`config.mk`:
```
export PLATFORM = sky130hd
export DESIGN_NAME = uart_tx_arbiter
export DESIGN_NICKNAME = d
export VERILOG_FILES = /design/src/rtl/uart_pkg.sv /design/src/rtl/uart_tx_arbiter_rr_pick.sv /design/src/rtl/uart_tx_arbiter.sv
export SDC_FILE = /design/constraint.sdc
export NUM_CORES = 1
export LEC_CHECK = 0
export ABC_CLOCK_PERIOD_IN_PS = 2000
export CORE_AREA = 2 2 59 103
export DETAILED_ROUTE_END_ITERATION = 12
export DIE_AREA = 0 0 61 105
export PLACE_DENSITY = 0.68
export SLEW_MARGIN = 0
export SYNTH_ARGS = -nofsm -noshare
export SYNTH_HDL_FRONTEND = slang
export SYNTH_HIERARCHICAL = 1
export SYNTH_SLANG_ARGS = --single-unit
```
`constraint.sdc`:
```
create_clock -name clock -period 2 [get_ports clock]
set_input_delay 0.4 -clock clock [delete_from_list [all_inputs] [get_ports clock]]
set_output_delay 0.4 -clock clock [all_outputs]
set_load 0.01 [all_outputs]
```
`src/rtl/uart_pkg.sv`:
```
// Shared types and default sizing for the UART transmit arbiter.
package uart_pkg;

  typedef enum logic [1:0] {
    ST_IDLE      = 2'd0,
    ST_GRANT     = 2'd1,
    ST_WAIT_ACK  = 2'd2,
    ST_WAIT_DONE = 2'd3
  } arb_state_t;

  localparam int NUM_REQ_DEF   = 4;
  localparam int MAX_BURST_DEF = 4;
  localparam int GRANT_W       = $clog2(NUM_REQ_DEF);
  localparam int BURST_W       = $clog2(MAX_BURST_DEF) + 1;

endpackage

```
`src/rtl/uart_tx_arbiter_rr_pick.sv`:
```
// Rotate-priority pick: first valid requester at or after the pointer, wrapping.
module rr_pick #(
  parameter int NUM_REQ = 4,
  parameter int GW      = 2
) (
  input  logic [NUM_REQ-1:0] req_valid_i,
  input  logic [GW-1:0]      rr_ptr_i,
  output logic               any_req_o,
  output logic [GW-1:0]      pick_id_o
);

  // Scan offsets from farthest to nearest so the nearest valid one wins.
  always_comb begin
    any_req_o = 1'b0;
    pick_id_o = rr_ptr_i;
    for (int k = NUM_REQ - 1; k >= 0; k--) begin
      if (req_valid_i[(int'(rr_ptr_i) + k) % NUM_REQ]) begin
        any_req_o = 1'b1;
        pick_id_o = GW'((int'(rr_ptr_i) + k) % NUM_REQ);
      end else begin
        any_req_o = any_req_o;
      end
    end
  end

endmodule

```
`src/rtl/uart_tx_arbiter.sv`:
```
// Round-robin arbiter sharing one UART transmitter among NUM_REQ requesters,
// with a per-grant burst limit and a transmit-acceptance timeout.
module uart_tx_arbiter
  import uart_pkg::*;
#(
  parameter int NUM_REQ     = NUM_REQ_DEF,
  parameter int WORD_WIDTH  = 8,
  parameter int MAX_BURST   = MAX_BURST_DEF,
  parameter int ACK_TIMEOUT = 8
) (
  input  logic                          clock,
  input  logic                          rst,
  input  logic [NUM_REQ-1:0]            req_valid,
  input  logic [NUM_REQ*WORD_WIDTH-1:0] req_data,
  input  logic [NUM_REQ-1:0]            req_last,
  output logic [NUM_REQ-1:0]            req_ready,
  input  logic                          tx_ready,
  output logic                          tx_start,
  output logic [WORD_WIDTH-1:0]         tx_data,
  output logic [$clog2(NUM_REQ)-1:0]    grant_id,
  output logic                          busy,
  output logic                          tx_timeout
);

  localparam int GW = $clog2(NUM_REQ);
  localparam int BW = $clog2(MAX_BURST) + 1;
  localparam int AW = $clog2(ACK_TIMEOUT + 1);

  arb_state_t             state_q, state_d;
  logic [GW-1:0]          rr_ptr_q, rr_ptr_d;
  logic [GW-1:0]          grant_id_q, grant_id_d;
  logic [BW-1:0]          burst_cnt_q, burst_cnt_d;
  logic [AW-1:0]          ack_cnt_q, ack_cnt_d;
  logic                   last_q, last_d;
  logic [WORD_WIDTH-1:0]  tx_data_q, tx_data_d;
  logic                   tx_start_q, tx_start_d;
  logic [NUM_REQ-1:0]     req_ready_q, req_ready_d;
  logic                   busy_q, busy_d;
  logic                   tx_timeout_q, tx_timeout_d;

  logic                   any_req_s;
  logic [GW-1:0]          pick_id_s;
  logic [GW-1:0]          next_ptr_s;
  logic                   lane_valid_s;
  logic                   lane_last_s;
  logic [WORD_WIDTH-1:0]  lane_data_s;

  rr_pick #(
    .NUM_REQ (NUM_REQ),
    .GW      (GW)
  ) u_rr_pick (
    .req_valid_i (req_valid),
    .rr_ptr_i    (rr_ptr_q),
    .any_req_o   (any_req_s),
    .pick_id_o   (pick_id_s)
  );

  assign lane_valid_s = req_valid[grant_id_q];
  assign lane_last_s  = req_last[grant_id_q];
  assign lane_data_s  = req_data[grant_id_q*WORD_WIDTH +: WORD_WIDTH];
  assign next_ptr_s   = (grant_id_q == GW'(NUM_REQ - 1)) ? {GW{1'b0}} : grant_id_q + GW'(1);

  // Next-state and registered-output decode for the grant/transmit sequence.
  always_comb begin
    state_d      = state_q;
    rr_ptr_d     = rr_ptr_q;
    grant_id_d   = grant_id_q;
    burst_cnt_d  = burst_cnt_q;
    ack_cnt_d    = ack_cnt_q;
    last_d       = last_q;
    tx_data_d    = tx_data_q;
    tx_start_d   = 1'b0;
    req_ready_d  = {NUM_REQ{1'b0}};
    tx_timeout_d = 1'b0;
    case (state_q)
      ST_IDLE: begin
        if (any_req_s) begin
          grant_id_d  = pick_id_s;
          burst_cnt_d = {BW{1'b0}};
          state_d     = ST_GRANT;
        end else begin
          state_d = ST_IDLE;
        end
      end
      ST_GRANT: begin
        if (lane_valid_s && tx_ready) begin
          tx_start_d  = 1'b1;
          req_ready_d = {{(NUM_REQ-1){1'b0}}, 1'b1} << grant_id_q;
          tx_data_d   = lane_data_s;
          last_d      = lane_last_s;
          ack_cnt_d   = {AW{1'b0}};
          state_d     = ST_WAIT_ACK;
        end else if (!lane_valid_s) begin
          rr_ptr_d = next_ptr_s;
          state_d  = ST_IDLE;
        end else begin
          state_d = ST_GRANT;
        end
      end
      ST_WAIT_ACK: begin
        // A word the transmitter never accepts is dropped, not retried.
        if (!tx_ready) begin
          state_d = ST_WAIT_DONE;
        end else if (ack_cnt_q == AW'(ACK_TIMEOUT - 1)) begin
          tx_timeout_d = 1'b1;
          rr_ptr_d     = next_ptr_s;
          state_d      = ST_IDLE;
        end else begin
          ack_cnt_d = ack_cnt_q + AW'(1);
        end
      end
      ST_WAIT_DONE: begin
        if (tx_ready) begin
          if (last_q || (burst_cnt_q == BW'(MAX_BURST - 1))) begin
            rr_ptr_d = next_ptr_s;
            state_d  = ST_IDLE;
          end else begin
            burst_cnt_d = burst_cnt_q + BW'(1);
            state_d     = ST_GRANT;
          end
        end else begin
          state_d = ST_WAIT_DONE;
        end
      end
      default: begin
        state_d = ST_IDLE;
      end
    endcase
    busy_d = (state_d != ST_IDLE);
  end

  // State and output registers with synchronous reset.
  always_ff @(posedge clock) begin
    if (rst) begin
      state_q      <= ST_IDLE;
      rr_ptr_q     <= {GW{1'b0}};
      grant_id_q   <= {GW{1'b0}};
      burst_cnt_q  <= {BW{1'b0}};
      ack_cnt_q    <= {AW{1'b0}};
      last_q       <= 1'b0;
      tx_data_q    <= {WORD_WIDTH{1'b0}};
      tx_start_q   <= 1'b0;
      req_ready_q  <= {NUM_REQ{1'b0}};
      busy_q       <= 1'b0;
      tx_timeout_q <= 1'b0;
    end else begin
      state_q      <= state_d;
      rr_ptr_q     <= rr_ptr_d;
      grant_id_q   <= grant_id_d;
      burst_cnt_q  <= burst_cnt_d;
      ack_cnt_q    <= ack_cnt_d;
      last_q       <= last_d;
      tx_data_q    <= tx_data_d;
      tx_start_q   <= tx_start_d;
      req_ready_q  <= req_ready_d;
      busy_q       <= busy_d;
      tx_timeout_q <= tx_timeout_d;
    end
  end

  assign req_ready  = req_ready_q;
  assign tx_start   = tx_start_q;
  assign tx_data    = tx_data_q;
  assign grant_id   = grant_id_q;
  assign busy       = busy_q;
  assign tx_timeout = tx_timeout_q;

endmodule

```
==> metrics.md <==
| Metric | Value |
|---|---|
| RSZ-0062 raised after global routing | false |
| Final-report max-slew violation count | 0 |
| Flops & latches, synth | 29 |
| Crit-path cells | buf_4, clkdlybuf4s50_1 |
| Synth area leader | dfxtp_1 |
| Clock Tree Buf Depth | 2 |
| Layout Area Growth over Synthesis | 49.7% |
| Synth top area share | 0.353 |
| Die Wd | 61 um |
| CTS tree | done |
| Most frequent cell after synthesis | dfxtp_1 |
| H-tree lvl count | 2 |
| Via count | 1,512 |
| Worst-margin pin slew | 0.543 ns |
| Vias in the first global route | 1,581 |
| Clock slew at reported path FFs | 0.06 ns |
| Initial antenna violation count | 0 |
| N_diodes | 0 |
| Drt drc | 0 |
| Largest net degree at the start of global routing | 18 |
| Detail Route Antenna Nets | 0 |
| Count of cell types in the netlist | 42 |
| Reg2Reg Depth | 6 |
| Skew-Pair Late Insertion Delay | 0.28 ns |
| Final Hold Fails | 0 |
| Sequential area share after synthesis | 0.353 |
| TritonCTS buffer count | 5 |
| DIE HEIGHT | 105 um |
| Die Area | 6410 um2 |
| Post-synth EDFFs | 0 |
| Fin nets | 281 |
| GRT overflow | 0 |
| YS warnings | 6 |
| PwrDens | 644 nW/um2 |
| Lkg Pwr | 0.950 nW |
| Top FF cell, synth | dfxtp_1 |
| Root Buffer | clkbuf_8 |
| Max-cap violation count | 0 |
| Post-CTS setup buffers | 0 |
| Peak VDD IR | 0.248 mV |
| Worst setup EP type | output port |
| CP Class | flip-flop to output port |
| Critical path's slowest cell | clkdlybuf4s50_1 |
| Top cells by area, synth | dfxtp_1, mux2i_1, mux4_2, nor2_1, mux4_1 |
| R2r startpoint | burst_cnt_q[0] |
| Crit path DAT | 1.43 ns |
| First-pass GRT wire length | 7080 um |
| Row Count | 36 |
| Run status | completed |
| Placed Area | 2380 um2 |
| Crit-path max cell delay | 0.53 ns |
| I/O Pins | 60 |
| Drt wl/cell | 14.1 um |
| Share of layout cells above drive strength 1 | 0.157 |
| Syn Area/Cell | 10.0 um2 |
| Cts repair resizes | 0 |
| Final RePlAce weighted congestion | 0.777 |
| Fin Clk Skew | 0.00456 ns |
| Fin crit period | 1.83 ns |
| Final wirelength | 4390 um |
| R2R Setup Slk | 0.32 ns |
| Crit path launch | grant_id[1] |
| Initial Utilization | 0.297 |
| Port buffer count | 59 |
| CTS Hold Bufs | 0 |
| Core area | 5540 um2 |
| Crit path to | grant_id[1] |
| Fillers | 551 |
| CP required | 1.60 ns |
| Worst setup SP type | flip-flop |
| Post-Synthesis Cells | 164 |
| Netlist Area Pre-Place | 1640 um2 |
| Relative slew slack | 0.638 |
| Setup-failing EPs final | 0 |
| Clk sinks | 29 |
| Post-route clock period utilization | 0.915 |
| Global Route Usage Sum | 0.148 |
| First DRT Iteration DRCs | 23 |
| Fmax achieved | 546 MHz |
| Drt first pass iters | 4 |
| Post-synth top cells | dfxtp_1, nor2_1, mux2i_1 |
| Dpl hpwl | 3490 um |
| Post-layout util | 0.444 |
| Via density per instance | 4.86 |
| HP Class | flip-flop to flip-flop |
| Maximum fanout along the worst path | 7 |
| Async SR Flop Fraction | 0 |
| Post-route cell area | 2460 um2 |
| Syn Nets | 211 |
| Crit Reg-Reg Endpoint | rr_ptr_q[0] |
-- state kept, by name, summed over array words and instances (netlist names) --
register / flops
ack_cnt_q: 4
burst_cnt_q: 3
busy: 1
grant_id: 2
last_q: 1
req_ready: 4
rr_ptr_q: 2
state_q: 2
tx_data: 8
tx_start: 1
tx_timeout: 1
-- stage by stage --
stage	setup slack, ns	total power, mW	std cells	setup TNS (ns)	hold slack, ns
detailed placement	-0.152	1.14	303	-1.16	0.483
CTS	0.142	1.60	311	0	0.497
floorplan	0.411	0.923	164	0	0.461
finish	0.170	1.58	311	0	0.493
global route	0.0337	1.67	311	0	0.522
global placement	-0.0891	1.13	303	-0.757	0.472
-- critical path, delay by kind of cell, from the launching register on --
| kind | cells | cell delay (ns) |
|---|---|---|
| buffers and inverters | 2 | 0.71 |
| DFF | 1 | 0.44 |
-- cells by family after synthesis --
family | Yosys count | synth area share
AOI/OAI and AO/OA | 26 | 0.121
adders and majority gates | 4 | 0.0305
buffers and inverters | 12 | 0.0366
DFF | 29 | 0.353
muxes | 25 | 0.234
and+or+nand+nor | 68 | 0.225
-- final cells by class --
type,count,area (um2),area share
multi-input combinational,123,1000,0.407
tap,76,95.1,0.0387
timing repair buffer,72,688,0.280
inverter,3,11.3,0.00458
sequential,29,581,0.236
clock inverter,2,10.0,0.00407
clock buffer,6,72.6,0.0295
-- cells in the final DEF (no fill, tap or decap), drive strengths merged --
master,count
nor3b,2
a31o,1
a41o,1
nand3b,2
clkdlybuf4s50,59
o221ai,1
clkbuf,6
or3b,1
and3b,3
a2bb2oi,1
o221a,1
a21bo,1
a31oi,2
a22o,1
nand3,3
mux2i,14
ha,4
a21oi,8
or4,1
a311oi,3
buf,13
mux2,2
a41oi,2
mux4,9
nor4b,1
nand2b,2
nand2,13
o21ai,3
and3,2
nor2,24
clkinv,2
nor4bb,1
inv,3
and2b,3
nor2b,5
a22oi,1
and4b,1
nor3,4
dfxtp,29
-- how the worst min path moves through the flow --
stage                     slack, ns  cells after the start        from          to
after floorplan                0.46                      2      last_q      last_q
after global routing           0.52                      2  tx_data[1]  tx_data[1]
final                          0.49                      2  tx_data[5]  tx_data[5]
after CTS                      0.50                      2  tx_data[1]  tx_data[1]
after detailed placement       0.48                      2  tx_data[5]  tx_data[5]
after global placement         0.47                      2  tx_data[1]  tx_data[1]
-- where the power goes --
part | leakage [nW] | switching [mW] | internal [mW] | total [mW]
Sequential | 0.235 | 0.0310 | 0.612 | 0.643
Combinational | 0.670 | 0.197 | 0.284 | 0.481
Clock | 0.0450 | 0.219 | 0.240 | 0.460
Total | 0.950 | 0.447 | 1.14 | 1.58
-- metal layers --
metal | vias up | wire length [um] | GRT usage
li1 | 748 | - | -
met2 | 51 | 2490 | 0.271
met1 | 697 | 1540 | 0.140
met3 | 16 | 177 | 0.0347
met4 | 0 | 187 | 0.0792
met5 | - | 0 | 0
Power figures use the tool's default switching activity.
